### src/rtl/sram_pkg.sv
// Shared definitions for the SRAM burst master: FSM states, controller
// read/write encoding and default bus widths.
package sram_pkg;

  localparam int unsigned DEF_ADDR_W = 20;
  localparam int unsigned DEF_DATA_W = 16;

  // SRAM controller wr-line encoding (inverted sense: 1 means read)
  localparam logic MEM_RD = 1'b1;
  localparam logic MEM_WR = 1'b0;

  typedef enum logic [2:0] {
    S_IDLE,
    S_FETCH,
    S_ISSUE,
    S_WAIT,
    S_DELIVER,
    S_DONE
  } state_t;

endpackage

### src/rtl/sram_timeout_cnt.sv
// Clear/enable cycle counter; o_tc flags the LIMIT-th enabled cycle since the
// last clear. The count saturates so a held enable never wraps.
module sram_timeout_cnt #(
  parameter int unsigned LIMIT = 64,
  parameter int unsigned CNT_W = $clog2(LIMIT + 1)
) (
  input  logic i_clk,
  input  logic i_rst,
  input  logic i_clr,
  input  logic i_en,
  output logic o_tc
);

  localparam logic [CNT_W-1:0] LAST = CNT_W'(LIMIT - 1);

  logic [CNT_W-1:0] count;

  always_ff @(posedge i_clk or negedge i_rst) begin
    if (!i_rst) begin
      count <= '0;
    end else if (i_clr) begin
      count <= '0;
    end else if (i_en && (count != LAST)) begin
      count <= count + 1'b1;
    end
  end

  assign o_tc = i_en && (count == LAST);

endmodule

### src/rtl/sram_burst_master.sv
// Burst initiator for the SRAM controller request/wait interface: one command
// becomes a sequence of single-word requests fed by / feeding valid-ready streams.
module sram_burst_master
  import sram_pkg::*;
#(
  parameter int unsigned ADDR_W  = DEF_ADDR_W,
  parameter int unsigned DATA_W  = DEF_DATA_W,
  parameter int unsigned LEN_W   = 10,
  parameter int unsigned TIMEOUT = 64
) (
  input  logic              i_clk,
  input  logic              i_rst,
  input  logic              i_cmd_valid,
  output logic              o_cmd_ready,
  input  logic              i_cmd_rd,
  input  logic [ADDR_W-1:0] i_cmd_addr,
  input  logic [LEN_W-1:0]  i_cmd_len,
  input  logic [DATA_W-1:0] i_wdata,
  input  logic              i_wvalid,
  output logic              o_wready,
  output logic [DATA_W-1:0] o_rdata,
  output logic              o_rvalid,
  input  logic              i_rready,
  output logic              o_busy,
  output logic              o_done,
  output logic              o_err,
  output logic              o_mem_request,
  output logic              o_mem_wr,
  output logic [ADDR_W-1:0] o_mem_addr,
  output logic [DATA_W-1:0] o_mem_w_value,
  input  logic              i_mem_wait,
  input  logic [DATA_W-1:0] i_mem_r_value
);

  state_t           state;
  logic             rd;
  logic [LEN_W-1:0] remaining;
  logic             tmo_tc;

  sram_timeout_cnt #(
    .LIMIT (TIMEOUT)
  ) u_tmo (
    .i_clk (i_clk),
    .i_rst (i_rst),
    .i_clr (state == S_ISSUE),
    .i_en  (state == S_WAIT),
    .o_tc  (tmo_tc)
  );

  always_ff @(posedge i_clk or negedge i_rst) begin
    if (!i_rst) begin
      state         <= S_IDLE;
      rd            <= 1'b0;
      remaining     <= '0;
      o_cmd_ready   <= 1'b1;
      o_wready      <= 1'b0;
      o_rdata       <= '0;
      o_rvalid      <= 1'b0;
      o_busy        <= 1'b0;
      o_done        <= 1'b0;
      o_err         <= 1'b0;
      o_mem_request <= 1'b0;
      o_mem_wr      <= MEM_WR;
      o_mem_addr    <= '0;
      o_mem_w_value <= '0;
    end else begin
      o_done        <= 1'b0;
      o_mem_request <= 1'b0;
      unique case (state)
        S_IDLE: begin
          // Ready rises one cycle into IDLE, so the cycle after DONE never accepts.
          o_cmd_ready <= 1'b1;
          if (i_cmd_valid && o_cmd_ready) begin
            o_cmd_ready <= 1'b0;
            o_busy      <= 1'b1;
            o_err       <= 1'b0;
            rd          <= i_cmd_rd;
            o_mem_wr    <= i_cmd_rd ? MEM_RD : MEM_WR;
            o_mem_addr  <= i_cmd_addr;
            remaining   <= i_cmd_len;
            if (i_cmd_len == '0) begin
              state  <= S_DONE;
              o_done <= 1'b1;
            end else if (i_cmd_rd) begin
              state         <= S_ISSUE;
              o_mem_request <= 1'b1;
            end else begin
              state    <= S_FETCH;
              o_wready <= 1'b1;
            end
          end
        end

        S_FETCH: begin
          if (i_wvalid) begin
            o_mem_w_value <= i_wdata;
            o_wready      <= 1'b0;
            o_mem_request <= 1'b1;
            state         <= S_ISSUE;
          end
        end

        S_ISSUE: begin
          state <= S_WAIT;
        end

        S_WAIT: begin
          if (!i_mem_wait) begin
            o_mem_addr <= o_mem_addr + 1'b1;
            if (rd) begin
              o_rdata  <= i_mem_r_value;
              o_rvalid <= 1'b1;
              state    <= S_DELIVER;
            end else begin
              remaining <= remaining - 1'b1;
              if (remaining > LEN_W'(1)) begin
                state    <= S_FETCH;
                o_wready <= 1'b1;
              end else begin
                state  <= S_DONE;
                o_done <= 1'b1;
              end
            end
          end else if (tmo_tc) begin
            o_err  <= 1'b1;
            o_done <= 1'b1;
            state  <= S_DONE;
          end
        end

        S_DELIVER: begin
          if (i_rready) begin
            o_rvalid  <= 1'b0;
            remaining <= remaining - 1'b1;
            if (remaining > LEN_W'(1)) begin
              state         <= S_ISSUE;
              o_mem_request <= 1'b1;
            end else begin
              state  <= S_DONE;
              o_done <= 1'b1;
            end
          end
        end

        S_DONE: begin
          o_busy <= 1'b0;
          state  <= S_IDLE;
        end

        default: begin
          state <= S_IDLE;
        end
      endcase
    end
  end

endmodule

### config.mk
export PLATFORM = sky130hd
export DESIGN_NAME = sram_burst_master
export DESIGN_NICKNAME = d
export VERILOG_FILES = /design/src/rtl/sram_pkg.sv /design/src/rtl/sram_timeout_cnt.sv /design/src/rtl/sram_burst_master.sv
export SDC_FILE = /design/constraint.sdc
export NUM_CORES = 1
export LEC_CHECK = 0
export ABC_AREA = 0
export BUFFER_PORTS_ARGS = -buffer_cell sky130_fd_sc_hd__buf_2
export CAP_MARGIN = 5
export CORE_ASPECT_RATIO = 0.7
export CORE_MARGIN = 4
export CORE_UTILIZATION = 47
export CTS_BUF_LIST = sky130_fd_sc_hd__clkbuf_16
export CTS_CLUSTER_DIAMETER = 150
export DETAILED_ROUTE_END_ITERATION = 10
export PLACE_DENSITY_LB_ADDON = 0.08
export SETUP_SLACK_MARGIN = 0.02
export SLEW_MARGIN = 5
export SYNTH_ARGS = -nofsm -noshare
export SYNTH_HDL_FRONTEND = slang
export SYNTH_HIERARCHICAL = 1
export SYNTH_SLANG_ARGS = --single-unit
### constraint.sdc
create_clock -name i_clk -period 2.1 [get_ports i_clk]
set_input_delay 0.105 -clock i_clk [delete_from_list [all_inputs] [get_ports i_clk]]
set_output_delay 0.105 -clock i_clk [all_outputs]
set_load 0.005 [all_outputs]
Yosys cells after proc, flatten, opt, wreduce, memory -nomap -nowiden
Cells that the tools add are included.

cells by class
  mux-type cells = 55
  bitwise operators = 1
  equality and inequality tests = 19
  reduce and logical (&&, ||, !) cells = 21
  order comparisons = 1
  $add $sub $neg = 3

operator list
  cell                                                                              count
  10-bit 2-to-1 mux                                                                 4
  20-bit 2-to-1 mux                                                                 2
  20-bit case mux with 2 select lines                                               1
  10-bit case mux with 3 select lines                                               1
  1-bit 2-to-1 mux                                                                  28
  3-bit 2-to-1 mux                                                                  9
  2-bit != test, second input constant                                              11
  20-bit by 1-bit adder with 20-bit output, second input constant                   1
  3-bit case mux with 5 select lines                                                1
  7-bit 2-to-1 mux                                                                  2
  4-bit AND reduction                                                               3
  10-bit by 1-bit greater-than comparator with 1-bit output, second input constant  1
  10-bit zero test                                                                  1
  10-bit by 1-bit subtractor with 10-bit output, second input constant              1
  1-bit case mux with 3 select lines                                                3
  8-bit AND reduction                                                               1
  2-bit nonzero test                                                                4
  7-bit by 1-bit adder with 7-bit output, second input constant                     1
  7-bit by 6-bit equality test with 1-bit output, second input constant             1
  7-bit by 6-bit != test with 1-bit output, second input constant                   1
  3-bit by 2-bit equality test with 1-bit output, second input constant             2
  3-bit equality test, second input constant                                        2
  1-bit case mux with 2 select lines                                                3
  2-bit AND reduction                                                               3
  9 further kinds                                                                   13

word-level totals
  word-level logic and storage cells = 115
  bits of input ports = 69
  register bits after elaboration = 81
  output and inout port bits = 60

Logic depth before layout (Yosys ltp)
Gate-level depths: netlist of the first run.

  depth after elaboration = 5
  gate-level depth with buffers = 10

Cells and area by module
Netlist of the first run, hierarchy kept.

modules (own cells, without submodules)
  module             cells each  times used  seq. area each (sq um)  area an instance (sq um)
  sram_burst_master  389         1           1828.0                  3970.1
  sram_timeout_cnt   39          1           175.2                   390.4

Worst setup path after synthesis of the first run
Ideal clock, no wire load.

  kind = flip-flop to flip-flop
  start = reg state[2]
  end = reg state[0]
  library setup time = 131 ps
  setup slack = 158 ps
  stages on the path, launching flop included = 10
  path buffers = 1
  data arrival time = 1811 ps
  period minus slack after synthesis = 1942 ps
  cells stage by stage = dfrtp_1 nand3b_2 inv_2 clkbuf_1 nand4_1 nor2_1 nor2b_1 a22oi_1 a2bb2oi_1 o21ai_0

between the ends
  longest elaborated chain between the ends = 4

RTL lines
  item                                            RTL line                 RTL
  start, declared                                 sram_burst_master.sv:35  state_t state;
  start signal, assigned                          sram_burst_master.sv:52  state <= S_IDLE;
  start signal, assigned                          sram_burst_master.sv:82  state <= S_DONE;
  start signal, assigned                          sram_burst_master.sv:85  state <= S_ISSUE;
  3-bit by 2-bit equality test with 1-bit output  sram_burst_master.sv:46  .i_en (state == S_WAIT),
  1-bit logical AND                               sram_timeout_cnt.sv:28   assign o_tc = i_en && (count == LAST);
  via tmo_tc                                      sram_burst_master.sv:38  logic tmo_tc;
  3-bit != test (no source line)                  -
  4-bit AND reduction (no source line)            -

The timed path passes the listed nets, and every way through them passes these cells.
A chain may end at the register's enable or synchronous reset.

Final worst setup path of the first run
  start = reg state[1]
  end = reg remaining[9]

between the ends
  longest elaborated chain between the ends = 3

RTL lines
  item                                                                  RTL line                  RTL
  3-bit equality test (tied with other cells)                           sram_burst_master.sv:69   unique case (state)
  2-bit != test (no source line) or 3-bit nonzero test (tied branches)  -
  5-bit AND reduction (no source line)                                  -
  end signal, assigned                                                  sram_burst_master.sv:80   remaining <= i_cmd_len;
  end signal, assigned                                                  sram_burst_master.sv:115  remaining <= remaining - 1'b1;
  end signal, assigned                                                  sram_burst_master.sv:134  remaining <= remaining - 1'b1;
  end, declared                                                         sram_burst_master.sv:37   logic [LEN_W-1:0] remaining;

Parallel ways exist; a longest one is shown, timed or not.

==> results of run 1 <==
[through the flow]
step                      worst slack [ps]  hold slack (ps)  power [mW]  cell area (um2)  utilization [%]
after detailed placement               223              111        6.77             5200             57.5
after floorplan                        158             -191        5.38             4360                -
final                                  188             6.48        8.51             5760             63.8
after global routing                  28.5            0.784        9.16             5760             63.8
after CTS                              195           0.0519        8.52             5760             63.8
after global placement                 281              110        6.68             5200             57.5
[logic make-up (layout without fill, tap and decap cells)]
family,after synthesis,after routing,synth area share [%]
flip-flops,80,80,45.9
adder cells (fa/ha/maj),4,4,1.15
buffers and inverters,39,204,4.68
AO/OA/AOI/OAI,121,121,19.0
multiplexers,39,39,9.96
AND/OR/NAND/NOR,145,145,19.3
[path summary, 6_finish.rpt]
path / start / to / slack [ps]
hold reg to reg: o_mem_w_value[14]$_DFFE_PN0P_ / o_mem_w_value[14]$_DFFE_PN0P_ / 500
setup reg to reg: state[1]$_DFFE_PN0P_ / remaining[9]$_DFFE_PN0P_ / 190
min in group asynchronous: i_rst / u_tmo/count[2]$_DFFE_PN0P_ / 290
setup / recovery: state[1]$_DFFE_PN0P_ / remaining[9]$_DFFE_PN0P_ / 190
hold / removal: i_wdata[14] / o_mem_w_value[14]$_DFFE_PN0P_ / 6
max in group asynchronous: i_rst / remaining[9]$_DFFE_PN0P_ / 1220
[critical path: stages, from the launching register on]
cell and delay (ps):
dfrtp_1 400, buf_4 190, nor3_1 330, and3_1 290, buf_4 230, nor2_4 60
buf_4 170, o2bb2ai_1 150
[cell usage in the layout (no fill, tap or decap), types with 3 or more instances in the layout]
master,n
a22oi_1,8
nor2_1,23
nand4_1,17
clkbuf_16,9
a211oi_1,7
and4_1,6
nand2_1,26
ha_1,4
nand3b_1,3
nand2b_1,8
buf_4,25
and3_1,8
dfrtp_1,79
buf_2,127
o2bb2ai_1,10
o22ai_1,13
mux2_2,34
o21ai_0,21
a2bb2oi_1,5
dlygate4sd3_1,25
mux2i_1,4
inv_1,10
nor3_1,8
nor4_1,7
o221ai_1,3
a21oi_1,28
nand3_1,14
a31oi_1,5
nor2b_1,3
[sequential cells by signal, summed over array words and instances, names as in the netlist, 3 cells and up]
register,flops
o_mem_addr,20
o_mem_w_value,16
o_rdata,16
remaining,10
state,3
u_tmo/count,7
[layout make-up]
cell class / count / share of cell area, %
timing repair buffer: 178 / 19.0
clock buffer: 9 / 3.91
multi-input combinational: 309 / 37.4
tap: 124 / 2.69
sequential: 80 / 34.8
clock inverter: 6 / 1.61
inverter: 11 / 0.716
[power breakdown]
part	switching (mW)	internal, mW
sequential	0.687	2.26
clock	0.644	1.04
combinational	2.00	1.88
total	3.33	5.18
[metal layers]
metal / part of all wire, % / track usage [%] / vias up
li1: - / - / 1949
met1: 47 / 33.0 / 1963
met2: 43 / 31.7 / 191
met3: 9.3 / 5.18 / 10
met4: 0.70 / 4.92 / 0
met5: 0 / 0 / -
==> qor.yml, run 1 <==
grt:
  grt_pass1_wl_mm: 18.7
  overflow: 0
  grt.total_usage_pct: 21.8
  antenna_found_initial: 0
  grt_pass1_vias: 3691
  grt_start_max_net_pins: 42
logic_synthesis:
  synth.most_common_cell: "dfrtp_1"
  synth_largest_area_cell: "dfrtp_1"
  yosys.cell_types.count: 68
  synth_nets: 501
  synthTopCellsByCount: "dfrtp_1 (79), mux2_2 (34), a21oi_1 (28), nand2_1 (26), nor2_1 (23)"
  yosysWarnings: 6
  synthCells: 428
  synth_edf_count: 0
  async_reset_ff_share_pct: 100
  synth.top_cells.by_area: "dfrtp_1 (45%), mux2_2 (8.8%), a21oi_1 (3.2%)"
  synth.top_cell.area_share_pct: 45.3
  ys_ff_latch: 80
  netlist_area_um2: 4360
  seq_area_frac_synth_pct: 45.9
  syn_avg_cell_area_um2: 10.2
  synth_flop_cell: "dfrtp_1"
floorplanning:
  die_w_um: 123
  row_count: 29
  die_h_um: 88.6
  die_area_um2: 10900
  io_pins: 129
  start_util_pct: 48.3
  core_area_um2: 9030
routing:
  wl_per_cell_um: 16.6
  routed_wirelength_mm: 11.9
  drc_errors: 0
  drt_iter0_drc: 246
  dr_total_vias: 4113
  via_per_inst: 5.74
  final_antenna_net_count: 0
  drt_pass1_iterations: 5
placement:
  hpwl_mm: 8.42
  gp_congestion: 0.891
  port_buffers: 128
  placed_cells: 677
layout:
  multi_input_area_um2: 2150
  fillCellCount: 725
  drive_above_1_share_pct: 36.9
  diodes: 0
  nets: 662
  synthToLayoutAreaGrowth_pct: 32.2
  final_cells: 717
  register_area_um2: 2000
timing:
  hold_viol: 0
  slew_viol_final: 0
  final.min_clock_period_ps: 1910
  maxSlewHeadroom_pct: 65.7
  fin_tns_setup_ps: 0
  tightest_slew_ps: 510
  max_clock_freq_mhz: 523
  rsz0062_at_grt: "no"
  finalClockSkew_ps: 8.39
  setup_viol: 0
  fin_crit_sh_pct: 91.1
clocking:
  cts_setup_buffers: 0
  holdBufCountCts: 25
  post_cts_resized: 0
  cts_root_buf: "clkbuf_16"
  cts_max_path_buffers: 2
  cts_buffers: 9
  clk_latency_ps: 340
  htreeDepth: 3
  clkTransAtPathRegs_ps: 60
  cts_tree: "yes"
  cts_sinks: 80
critical_path:
  rr_worst_depth: 7
  crit_required_ps: 2350
  critical_path_class: "reg -> reg"
  worstPathMaxFanout: 13
  arrival_ps: 2160
  cp-start-kind: "flop"
  worstSetupEndpointType: "flop"
hold_path:
  hp-class: "in -> reg"
  holdPathStages: 2
pwr:
  ir_drop_mv: 0.676
  power_density_nw_per_um2: 1480
  power_leakage_nw: 2.59
run_status:
  outcome: "finished, final reports clean"
flow_run:
  cap_violations: 0
No activity file was read; power rests on OpenSTA's default activity.
==> run 2: changes to the inputs <==
--- a/config.mk
+++ b/config.mk
@@ -14,6 +14,7 @@
 export CTS_BUF_LIST = sky130_fd_sc_hd__clkbuf_16
 export CTS_CLUSTER_DIAMETER = 150
 export DETAILED_ROUTE_END_ITERATION = 10
+export MAX_ROUTING_LAYER = met4
 export PLACE_DENSITY_LB_ADDON = 0.08
 export SETUP_SLACK_MARGIN = 0.02
 export SLEW_MARGIN = 5
==> qor.yml, run 2 (synthesized netlist as in run 1, its figures left out) <==
critical_path:
  cp-start-kind: "flop"
  arrival_ps: 2170
  crit_top_cell: "buf_4"
  critical_path_class: "reg -> reg"
  worstSetupEndpointType: "flop"
  max_stage_delay_ps: 400
  crit_required_ps: 2350
  slowest_stage: "dfrtp_1"
  crit_chain: "buf_4 -> nor3_1 -> and3_1 -> buf_4 -> nor2_4 -> buf_4 -> o2bb2ai_1"
  worstPathMaxFanout: 13
routing:
  drt_pass1_iterations: 5
  wl_per_cell_um: 16.5
  dr_total_vias: 4079
  routed_wirelength_mm: 11.8
  via_per_inst: 5.69
  drc_errors: 0
  drt_iter0_drc: 271
  final_antenna_net_count: 0
run_status:
  outcome: "finished, final reports clean"
grt:
  grt_pass1_vias: 3691
  grt.total_usage_pct: 22.5
  grt_pass1_wl_mm: 18.7
  overflow: 0
  grt_start_max_net_pins: 42
  antenna_found_initial: 0
pwr:
  seq_power_share_pct: 34.6
  clockPowerShare_pct: 19.8
  ir_drop_mv: 0.680
  p_switching_mw: 3.32
  swShare_pct: 39.1
  power_density_nw_per_um2: 1480
  power_leakage_nw: 2.59
  pwr-share-comb_pct: 45.6
  p_int_mw: 5.18
placement:
  hpwl_mm: 8.42
  post-place-ws_ps: 223
  port_buffers: 128
  placed_cells: 677
  gp_congestion: 0.906
  dpl_cell_area_um2: 5200
timing:
  slew_viol_final: 0
  hold_viol: 0
  max_clock_freq_mhz: 521
  fin_tns_setup_ps: 0
  fin_crit_sh_pct: 91.4
  finalClockSkew_ps: 7.54
  rsz0062_at_grt: "no"
  maxSlewHeadroom_pct: 65.0
  setup_viol: 0
  fin_ws_ps: 180
  final.min_clock_period_ps: 1920
  tightest_slew_ps: 521
layout:
  mostFrequentLayoutCells: "buf_2 (127), dfrtp_1 (79), mux2_2 (34)"
  finalCoreUtilization_pct: 63.8
  diodes: 0
  register_area_um2: 2000
  synthToLayoutAreaGrowth_pct: 32.2
  layout_commonest_cell: "buf_2"
  fin_area_um2: 5760
  top_register: "o_mem_addr"
  top_regs: "o_mem_addr: 20 flops, o_mem_w_value: 16 flops, o_rdata: 16 flops"
  nets: 662
  drive_above_1_share_pct: 36.9
  multi_input_area_um2: 2150
  final_cells: 717
  fillCellCount: 725
  largest_register_ffs: 20
clocking:
  cts_root_buf: "clkbuf_16"
  cts_tree: "yes"
  cts_max_path_buffers: 2
  clk_latency_ps: 340
  cts_sinks: 80
  clkTransAtPathRegs_ps: 60
  cts_buffers: 9
  htreeDepth: 3
floorplanning:
  io_pins: 129
  row_count: 29
  core_area_um2: 9030
  die_area_um2: 10900
  die_h_um: 88.6
  die_w_um: 123
  start_util_pct: 48.3
hold_path:
  hp-class: "in -> reg"
flow_run:
  cap_violations: 0
## run 2: cell counts in the layout (fill, tap and decap cells not counted)
No cell type changed its count.
## run 2: cell type report
| class | count | share of cell area [%] |
|---|---|---|
| timing repair buffer | 178 | 19.0 |
| inverter | 11 | 0.716 |
| clock inverter | 6 | 1.61 |
| clock buffer | 9 | 3.91 |
| tap | 124 | 2.69 |
| sequential | 80 | 34.8 |
| multi-input combinational | 309 | 37.4 |
## run 2: metrics by stage
step                power, mW  hold slack, ps
finish                   8.50            7.55
global route             9.16           0.738
CTS                      8.52          0.0519
detailed placement       6.77             111
global placement         6.68             110
floorplan                5.38            -191
## run 2: worst paths after layout
path | from | endpoint | slack, ps | cells after the start
worst max-delay path | state[1]$_DFFE_PN0P_ | remaining[9]$_DFFE_PN0P_ | 180 | 7
worst min-delay path | i_wdata[14] | o_mem_w_value[14]$_DFFE_PN0P_ | 8 | 2
worst max register to register | state[1]$_DFFE_PN0P_ | remaining[9]$_DFFE_PN0P_ | 180 | 7
worst min register to register | o_mem_w_value[14]$_DFFE_PN0P_ | o_mem_w_value[14]$_DFFE_PN0P_ | 500 | 1
max in group asynchronous | i_rst | remaining[9]$_DFFE_PN0P_ | 1220 | 3
min in group asynchronous | i_rst | o_rdata[0]$_DFFE_PN0P_ | 290 | 2
## run 2: power by group through the flow
stage / sequential [mW] / clock (mW) / combinational [mW]
3_5_place_dp: 2.94 / 0 / 3.83
2_1_floorplan: 2.85 / 0 / 2.53
4_1_cts: 2.92 / 1.72 / 3.87
6_report: 2.94 / 1.68 / 3.88
5_1_grt: 3.06 / 1.79 / 4.31
3_3_place_gp: 2.90 / 0 / 3.78
## run 2: repair_timing
action,CTS,global route
hold buffers,25,0
resized for setup,0,0
setup buffers,0,0
hold endpoints to repair,62,0
## run 2: layer usage
| layer | up-vias | part of all wire [%] | global-route usage, % |
|---|---|---|---|
| li1 | 1949 | - | - |
| met5 | - | 0 | - |
| met3 | 9 | 8.1 | 4.98 |
| met1 | 1947 | 48 | 33.1 |
| met2 | 174 | 43 | 31.7 |
| met4 | 0 | 0.73 | 4.92 |
## run 2: worst max-delay path, delay by kind of cell, from the launching register on
kind | cells | cell delay [ps]
AO/OA/AOI/OAI | 1 | 150
flip-flops | 1 | 400
buffers and inverters | 3 | 590
AND/OR/NAND/NOR | 3 | 690
